### src/rtl/lb_arb_pkg.sv
// lb_arb_pkg: shared state and owner types for the lb_arb2 local-bus arbiter
package lb_arb_pkg;
   typedef enum logic [1:0] {IDLE, WR, RD} state_t;
   typedef logic own_t;
endpackage

### src/rtl/lb_arb2_if.sv
// lb_arb2_if: local bus (write + read channels); master drives requests, slave returns responses
interface lb_arb2_if #(
   parameter int ADDR_W = 16,
   parameter int DATA_W = 32,
   parameter int STRB_W = DATA_W / 8
);
   logic [ADDR_W-1:0] waddr;
   logic [DATA_W-1:0] wdata;
   logic [STRB_W-1:0] wstrb;
   logic              wen;
   logic              wready;
   logic [ADDR_W-1:0] raddr;
   logic              ren;
   logic [DATA_W-1:0] rdata;
   logic              rvalid;
   modport master (output waddr, wdata, wstrb, wen, raddr, ren, input wready, rdata, rvalid);
   modport slave  (input waddr, wdata, wstrb, wen, raddr, ren, output wready, rdata, rvalid);
endinterface

### src/rtl/lb_arb_sel.sv
// lb_arb_sel: winner select from i_req0/i_req1 (+ i_last when LB_ARB_RR_EN), o_win = winning index
module lb_arb_sel
   import lb_arb_pkg::*;
(
   input  logic i_req0,
   input  logic i_req1,
`ifdef LB_ARB_RR_EN
   input  own_t i_last,
`endif
   output own_t o_win
);
`ifdef LB_ARB_RR_EN
   assign o_win = (i_req0 & i_req1) ? ~i_last : i_req1;
`else
   assign o_win = i_req1 & ~i_req0;
`endif
endmodule

### src/rtl/lb_arb2.sv
// lb_arb2: two-requester local-bus arbiter; ports clk, reset (async), m0/m1 (requesters), lb (downstream); LB_ARB_RR_EN selects round-robin
module lb_arb2
   import lb_arb_pkg::*;
#(
   parameter int ADDR_W = 16,
   parameter int DATA_W = 32,
   parameter int STRB_W = DATA_W / 8
)(
   input logic       clk,
   input logic       reset,
   lb_arb2_if.slave  m0,
   lb_arb2_if.slave  m1,
   lb_arb2_if.master lb
);
   state_t            r_state;
   own_t              r_own, w_win;
   logic              w_req0, w_req1, w_wr, w_rd, w_own_wen, w_own_ren, w_win_wen, w_done;
   logic [ADDR_W-1:0] w_own_waddr, w_own_raddr;
   logic [DATA_W-1:0] w_own_wdata;
   logic [STRB_W-1:0] w_own_wstrb;
   assign w_req0      = m0.wen | m0.ren;
   assign w_req1      = m1.wen | m1.ren;
   assign w_wr        = r_state == WR;
   assign w_rd        = r_state == RD;
   assign w_own_wen   = r_own ? m1.wen   : m0.wen;
   assign w_own_ren   = r_own ? m1.ren   : m0.ren;
   assign w_own_waddr = r_own ? m1.waddr : m0.waddr;
   assign w_own_wdata = r_own ? m1.wdata : m0.wdata;
   assign w_own_wstrb = r_own ? m1.wstrb : m0.wstrb;
   assign w_own_raddr = r_own ? m1.raddr : m0.raddr;
   assign w_win_wen   = w_win ? m1.wen : m0.wen;
   // a dropped owner request ends the transfer just like a completion
   assign w_done      = (w_wr & (~w_own_wen | lb.wready)) | (w_rd & (~w_own_ren | lb.rvalid));
`ifdef LB_ARB_RR_EN
   own_t r_last;
   always_ff @(posedge clk or posedge reset)
      if (reset) r_last <= 1'b1;
      else if (w_done) r_last <= r_own;
`endif
   lb_arb_sel u_sel (
      .i_req0 (w_req0),
      .i_req1 (w_req1),
`ifdef LB_ARB_RR_EN
      .i_last (r_last),
`endif
      .o_win  (w_win)
   );
   always_ff @(posedge clk or posedge reset)
      if (reset) begin
         r_state <= IDLE;
         r_own   <= 1'b0;
      end else begin
         r_state <= (r_state == IDLE) ? ((w_req0 | w_req1) ? (w_win_wen ? WR : RD) : IDLE)
                                      : (w_done ? IDLE : r_state);
         r_own   <= (r_state == IDLE && (w_req0 | w_req1)) ? w_win : r_own;
      end
   assign lb.wen    = w_wr & w_own_wen;
   assign lb.waddr  = w_wr ? w_own_waddr : '0;
   assign lb.wdata  = w_wr ? w_own_wdata : '0;
   assign lb.wstrb  = w_wr ? w_own_wstrb : '0;
   assign lb.ren    = w_rd & w_own_ren;
   assign lb.raddr  = w_rd ? w_own_raddr : '0;
   assign m0.wready = lb.wen & ~r_own & lb.wready;
   assign m1.wready = lb.wen &  r_own & lb.wready;
   assign m0.rvalid = lb.ren & ~r_own & lb.rvalid;
   assign m1.rvalid = lb.ren &  r_own & lb.rvalid;
   assign m0.rdata  = (w_rd & ~r_own) ? lb.rdata : '0;
   assign m1.rdata  = (w_rd &  r_own) ? lb.rdata : '0;
endmodule
### src/flat_wrapper.sv
// flat-port wrapper written by rule: the top's interface ports become plain ports
module lb_arb2_flat import lb_arb_pkg::*;
#(
   parameter int ADDR_W = 16,
   parameter int DATA_W = 32,
   parameter int STRB_W = DATA_W / 8
)
  (clk, reset, m0_waddr, m0_wdata, m0_wstrb, m0_wen, m0_raddr, m0_ren, m0_wready, m0_rdata, m0_rvalid, m1_waddr, m1_wdata, m1_wstrb, m1_wen, m1_raddr, m1_ren, m1_wready, m1_rdata, m1_rvalid, lb_waddr, lb_wdata, lb_wstrb, lb_wen, lb_raddr, lb_ren, lb_wready, lb_rdata, lb_rvalid);
  lb_arb2_if #(.ADDR_W(ADDR_W), .DATA_W(DATA_W), .STRB_W(STRB_W)) m0_i ();
  lb_arb2_if #(.ADDR_W(ADDR_W), .DATA_W(DATA_W), .STRB_W(STRB_W)) m1_i ();
  lb_arb2_if #(.ADDR_W(ADDR_W), .DATA_W(DATA_W), .STRB_W(STRB_W)) lb_i ();
  input logic clk;
  input logic reset;
  input wire logic [$bits(m0_i.waddr)-1:0] m0_waddr;
  input wire logic [$bits(m0_i.wdata)-1:0] m0_wdata;
  input wire logic [$bits(m0_i.wstrb)-1:0] m0_wstrb;
  input wire logic [$bits(m0_i.wen)-1:0] m0_wen;
  input wire logic [$bits(m0_i.raddr)-1:0] m0_raddr;
  input wire logic [$bits(m0_i.ren)-1:0] m0_ren;
  output wire logic [$bits(m0_i.wready)-1:0] m0_wready;
  output wire logic [$bits(m0_i.rdata)-1:0] m0_rdata;
  output wire logic [$bits(m0_i.rvalid)-1:0] m0_rvalid;
  input wire logic [$bits(m1_i.waddr)-1:0] m1_waddr;
  input wire logic [$bits(m1_i.wdata)-1:0] m1_wdata;
  input wire logic [$bits(m1_i.wstrb)-1:0] m1_wstrb;
  input wire logic [$bits(m1_i.wen)-1:0] m1_wen;
  input wire logic [$bits(m1_i.raddr)-1:0] m1_raddr;
  input wire logic [$bits(m1_i.ren)-1:0] m1_ren;
  output wire logic [$bits(m1_i.wready)-1:0] m1_wready;
  output wire logic [$bits(m1_i.rdata)-1:0] m1_rdata;
  output wire logic [$bits(m1_i.rvalid)-1:0] m1_rvalid;
  output wire logic [$bits(lb_i.waddr)-1:0] lb_waddr;
  output wire logic [$bits(lb_i.wdata)-1:0] lb_wdata;
  output wire logic [$bits(lb_i.wstrb)-1:0] lb_wstrb;
  output wire logic [$bits(lb_i.wen)-1:0] lb_wen;
  output wire logic [$bits(lb_i.raddr)-1:0] lb_raddr;
  output wire logic [$bits(lb_i.ren)-1:0] lb_ren;
  input wire logic [$bits(lb_i.wready)-1:0] lb_wready;
  input wire logic [$bits(lb_i.rdata)-1:0] lb_rdata;
  input wire logic [$bits(lb_i.rvalid)-1:0] lb_rvalid;
  assign m0_i.waddr = m0_waddr;
  assign m0_i.wdata = m0_wdata;
  assign m0_i.wstrb = m0_wstrb;
  assign m0_i.wen = m0_wen;
  assign m0_i.raddr = m0_raddr;
  assign m0_i.ren = m0_ren;
  assign m0_wready = m0_i.wready;
  assign m0_rdata = m0_i.rdata;
  assign m0_rvalid = m0_i.rvalid;
  assign m1_i.waddr = m1_waddr;
  assign m1_i.wdata = m1_wdata;
  assign m1_i.wstrb = m1_wstrb;
  assign m1_i.wen = m1_wen;
  assign m1_i.raddr = m1_raddr;
  assign m1_i.ren = m1_ren;
  assign m1_wready = m1_i.wready;
  assign m1_rdata = m1_i.rdata;
  assign m1_rvalid = m1_i.rvalid;
  assign lb_waddr = lb_i.waddr;
  assign lb_wdata = lb_i.wdata;
  assign lb_wstrb = lb_i.wstrb;
  assign lb_wen = lb_i.wen;
  assign lb_raddr = lb_i.raddr;
  assign lb_ren = lb_i.ren;
  assign lb_i.wready = lb_wready;
  assign lb_i.rdata = lb_rdata;
  assign lb_i.rvalid = lb_rvalid;
  lb_arb2 #(.ADDR_W(ADDR_W), .DATA_W(DATA_W), .STRB_W(STRB_W)) u_core (.clk(clk), .reset(reset), .m0(m0_i), .m1(m1_i), .lb(lb_i));
endmodule
### config.mk
export PLATFORM = sky130hd
export DESIGN_NAME = lb_arb2_flat
export DESIGN_NICKNAME = d
export VERILOG_FILES = /design/src/rtl/lb_arb_pkg.sv /design/src/rtl/lb_arb2_if.sv /design/src/rtl/lb_arb_sel.sv /design/src/rtl/lb_arb2.sv /design/src/flat_wrapper.sv
export SDC_FILE = /design/constraint.sdc
export NUM_CORES = 1
export LEC_CHECK = 0
export CORE_AREA = 4 4 120 122
export DETAILED_ROUTE_END_ITERATION = 8
export DIE_AREA = 0 0 124 126
export PLACE_DENSITY = 0.61
export SYNTH_ARGS = -nofsm -noshare
export SYNTH_HDL_FRONTEND = slang
export SYNTH_SLANG_ARGS = --single-unit
### constraint.sdc
create_clock -name clk -period 2.2 [get_ports clk]
set_input_delay 0.33 -clock clk [delete_from_list [all_inputs] [get_ports clk]]
set_output_delay 0.33 -clock clk [all_outputs]
set_load 0.01 [all_outputs]
Word-level counts from Yosys, hierarchy flattened
Index checks and enable logic that the tools add are counted.
{"block": "classes", "add_sub_neg": 0, "mul": 0, "n_div": 0, "n_lt_le_gt_ge": 0, "eq_ne": 2, "n_shift": 0, "muxes": 17, "bitwise": 25, "reduce_logical": 3}
{"operator": "32-bit two-way mux", "count": 4}
{"operator": "16-bit two-way mux", "count": 4}
{"operator": "1-bit bitwise AND", "count": 15}
{"operator": "2-bit two-way mux", "count": 4}
{"operator": "4-bit two-way mux", "count": 2}
{"operator": "1-bit OR", "count": 6}
{"operator": "1-bit inverter", "count": 4}
{"operator": "1-bit two-way mux", "count": 3}
{"operator": "2-bit by 1-bit equality test with 1-bit output, second input constant", "count": 1}
{"operator": "2-bit equality test, second input constant", "count": 1}
{"operator": "2-bit zero test", "count": 1}
{"operator": "2-bit nonzero test", "count": 1}
{"operator": "1-bit logical AND", "count": 1}
{"block": "totals", "reg_bits": 3, "latchBits": 0, "ram_bits": 0, "rom_bits": 0, "in_bits": 176, "out_inout_bits": 138, "n_memories": 0}

Depth between registers and ports, before layout
{"block": "logic_depth", "depth_word": 7, "mapped_depth": 5, "mapped_depth_nobuf": 3}

Modules after synthesis
From an unflattened synthesis, not the netlist that was laid out.
{"block": "hier_totals", "hier_cells": 240, "hier_area_um2": 1705.4}
{"mod": "lb_arb2", "instances": 1, "cells_per_inst": 239, "area_per_inst_um2": 1691.6}
{"mod": "lb_arb_sel", "instances": 1, "cells_per_inst": 1, "area_per_inst_um2": 13.8}

Worst setup path before layout
No wires, ideal clock.
{"block": "synth_timing", "kind": "register to output", "from": "reg u_core.r_state[0]", "to": "out lb_raddr[10]", "arrival_time_ns": 1.158, "required_time_ns": 1.870, "setup_slack_ns": 0.712, "path_stages_with_launch": 5, "path_buffers": 1, "cell_sequence": "dfrtp_1 nand2b_4 nor2_2 buf_4 a22o_1"}
{"block": "synth_between", "elab_chain_len": 2}
{"item": "start, declared", "line": "lb_arb2.sv:15", "source": "state_t r_state;"}
{"item": "start signal, assigned", "line": "lb_arb2.sv:53", "source": "r_state <= (r_state == IDLE) ? ((w_req0 | w_req1) ? (w_win_wen ? WR : RD) : IDLE)"}
{"item": "2-bit equality test", "line": "lb_arb2.sv:24", "source": "assign w_rd = r_state == RD;"}
{"item": "16-bit two-way mux", "line": "lb_arb2.sv:62", "source": "assign lb.raddr = w_rd ? w_own_raddr : '0;"}
{"item": "end, declared", "line": "flat_wrapper.sv:36", "source": "output wire logic [$bits(lb_i.raddr)-1:0] lb_raddr;"}
Every way passes these cells.

Worst setup path after layout
{"block": "layout_timing", "from": "reg u_core.r_state[0]", "to": "out m0_rdata[31]"}
{"block": "layout_between", "elab_chain_len": 3}
{"item": "2-bit equality test", "line": "lb_arb2.sv:24"}
{"item": "1-bit bitwise AND", "line": "lb_arb2.sv:67", "source": "assign m0.rdata = (w_rd & ~r_own) ? lb.rdata : '0;"}
{"item": "32-bit two-way mux", "line": "lb_arb2.sv:67"}
{"item": "end, declared", "line": "flat_wrapper.sv:21", "source": "output wire logic [$bits(m0_i.rdata)-1:0] m0_rdata;"}
Every way passes these cells.

==> results.md <==
* Status: finished, final reports clean
* Setup crit start kind: register
* Final setup margin at 0.00419 ns
* Max Cap Viol at 0
* Finished Core Util at 41.7%
* PwrDens at 892 nW/um2
* Hpwl dp at 9560 um
* Post-Syn Instances at 244
* Top-count cell post-synth: and3_1
* GPL Wtd Cong at 0.839
* Maximum vdd drop at 0.315 mV
* Most used DFF post-synth: dfrtp_1
* Starting density of the core at 12.8%
* Antenna cells at 0
* Vias/cell at 4.20
* Skew-Pair Late Insertion Delay at 0.22 ns
* Setup crit start: u_core.r_state[0]$_DFFE_PP0P_
* CTS clk-pin slew, worst paths at 0.03 ns
* I/O Buffers at 313
* Nets at 737
* Via count at 3090
* Post-Route WL at 12600 um
* Pre-CTS WS at -0.0230 ns
* Yosys top cell area share at 32.1%
* Avg Cell Area, Syn at 6.90 um2
* Drt drc at 0
* Synth top area cells: mux2i_1 (32%), and3_1 (24%), nor2_1 (12%), a22o_1 (8.3%), dfrtp_1 (4.5%)
* TritonCTS Buffers at 3
* RR Startpoint: u_core.r_own$_DFFE_PP0P_
* WP data required at 1.87 ns
* Leakage at 3.39 nW
* # hold bufs at CTS at 0
* Largest net degree at the start of global routing at 65
* Initial DRC Count at 118
* Inst Count DP at 715
* Min-Delay Path Class: in -> async
* Hold Violations, Final at 0
* Kind of critical path: reg -> out
* Drt pass-1 iters at 4
* Setup violations, final at 0
* Headroom to the max-slew limit at 86.1%
* Number of synthesized flops with an enable pin at 0
* #FFs+latches synth at 3
* Slew @ Worst Pin at 0.202 ns
* Tcrit/Tclk final at 99.8%
* Synth top cells by count: and3_1 (64), nor2_1 (55), mux2i_1 (54)
* CTS tree: built
* Gr usage total at 13.2%
* Row cnt at 42
* Antenna viol nets, final at 0
* Share of cells above drive strength 1 at 6.96%
* Drt wl/cell at 17.1 um
* First-pass GRT wire length at 16400 um
* CP Max Fanout at 16
* Die ar. at 15600 um2
* Post-layout min period at 2.20 ns
* Fin cells at 736
* H-tree levels at 1
* Die Y-Extent at 126 um
* Initial antenna violation count at 1
* Cell taking the most area after synthesis: mux2i_1
* Core Region at 13200 um2
* Post-synth cell types at 23
* CTS max path bufs at 2
* Fill cells at 1302
* Seq/Total Area, Yosys at 4.46%
* TritonCTS sink count at 3
* Maximum clock rate at 455 MHz
* CTS root buf: clkbuf_16
* Skew final at 0.00129 ns
* Vias in the first global route at 3010
* DIE WIDTH at 124 um
* Slew Viols, Final at 0
* Synth Cell Area at 1680 um2
* Syn_nets at 420
* RSZ-0062 raised after global routing: true
* Fraction of registers with async set/reset at 100%
* IO Pins at 314
* CP endpoint kind: output port
* Layout area overhead at 227%
* Total grt overflow at 0
* Crit path DAT at 1.87 ns
* Synth warn at 0
## critical path, cell delays in order (launching register included)
cell             delay [ns]
dfrtp_2                0.44
nor2b_4                0.16
buf_12                 0.15
buf_6                  0.17
and3_1                 0.17
clkdlybuf4s50_1        0.55
## cell usage in the layout, fill, tap and decap left out, types with 2 or more instances in the layout
cell type	synthesis	layout
and3_1	64	64
clkbuf_16	0	7
a22o_1	16	16
o21ai_0	3	3
dlygate4sd2_1	0	9
a211oi_1	2	2
dfrtp_2	0	2
dlymetal6s2s_1	0	60
and4_1	2	2
mux2i_1	54	54
nor2_4	0	2
clkdlybuf4s50_1	0	244
nor3_1	3	3
buf_12	0	7
buf_4	4	13
nor2_1	55	55
buf_6	3	2
o21a_1	2	2
inv_1	2	2
nand2b_1	3	2
## layout make-up
class / count / area, um2 / area share [%]
timing repair buffer: 340 / 3660 / 66.5
multi-input combinational: 210 / 1450 / 26.3
inverter: 3 / 13.8 / 0.250
clock buffer: 4 / 78.8 / 1.43
sequential: 3 / 81.3 / 1.48
tap: 176 / 220 / 4.00
## power breakdown
part / switching, W / total, W / internal (W)
registers: 0.0000858 / 0.000181 / 0.0000953
logic: 0.00196 / 0.00444 / 0.00248
clock network: 0.0000526 / 0.000292 / 0.000239
## worst paths after layout
kind                       slack [ns]                       endpoint  cells past startpoint
max in group asynchronous        1.77       u_core.r_own$_DFFE_PP0P_                      2
max                             0.004                   m0_rdata[31]                      5
max reg2reg                      0.87  u_core.r_state[0]$_DFFE_PP0P_                      4
min reg2reg                      0.67  u_core.r_state[1]$_DFFE_PP0P_                      2
min                              0.28  u_core.r_state[1]$_DFFE_PP0P_                      2
min in group clk                 0.67  u_core.r_state[1]$_DFFE_PP0P_                      2
## metrics by stage
step	hold WS (ns)	setup TNS, ns	cell area, um2	power, W
floorplan	0.0836	0	1680	0.00212
global placement	0.515	-0.0531	5050	0.00419
detailed placement	0.526	-0.0230	5050	0.00422
CTS	0.287	0	5130	0.00453
global route	0.303	-0.569	5500	0.00525
finish	0.281	0	5500	0.00491
## logic make-up (layout without fill, tap and decap cells)
logic type,count (synthesis),in the layout,synth area share (%)
mux,54,54,32.1
buf+inv,31,347,10.1
flops,3,3,4.46
simple gates,132,132,41.9
compound gates,24,24,11.4
## registers in the layout, summed over array words and instances, names as in the netlist
name	flops
u_core.r_state	2
u_core.r_own	1
## layer usage
| layer | track usage, % | share of wire [%] | up-vias |
|---|---|---|---|
| met3 | 4.66 | 11 | 13 |
| met4 | 2.38 | 1.0 | 2 |
| met5 | 0 | 0.087 | - |
| li1 | - | - | 1508 |
| met2 | 25.5 | 51 | 166 |
| met1 | 13.4 | 36 | 1401 |
## repair_timing
action,in CTS,in global routing
gates cloned,0,6
gates resized for setup,13,62
hold endpoints to repair,0,0
pin swaps,0,1
endpoints found under the setup margin,56,121
setup buffers,0,11
(Power assumes the default switching activity.)
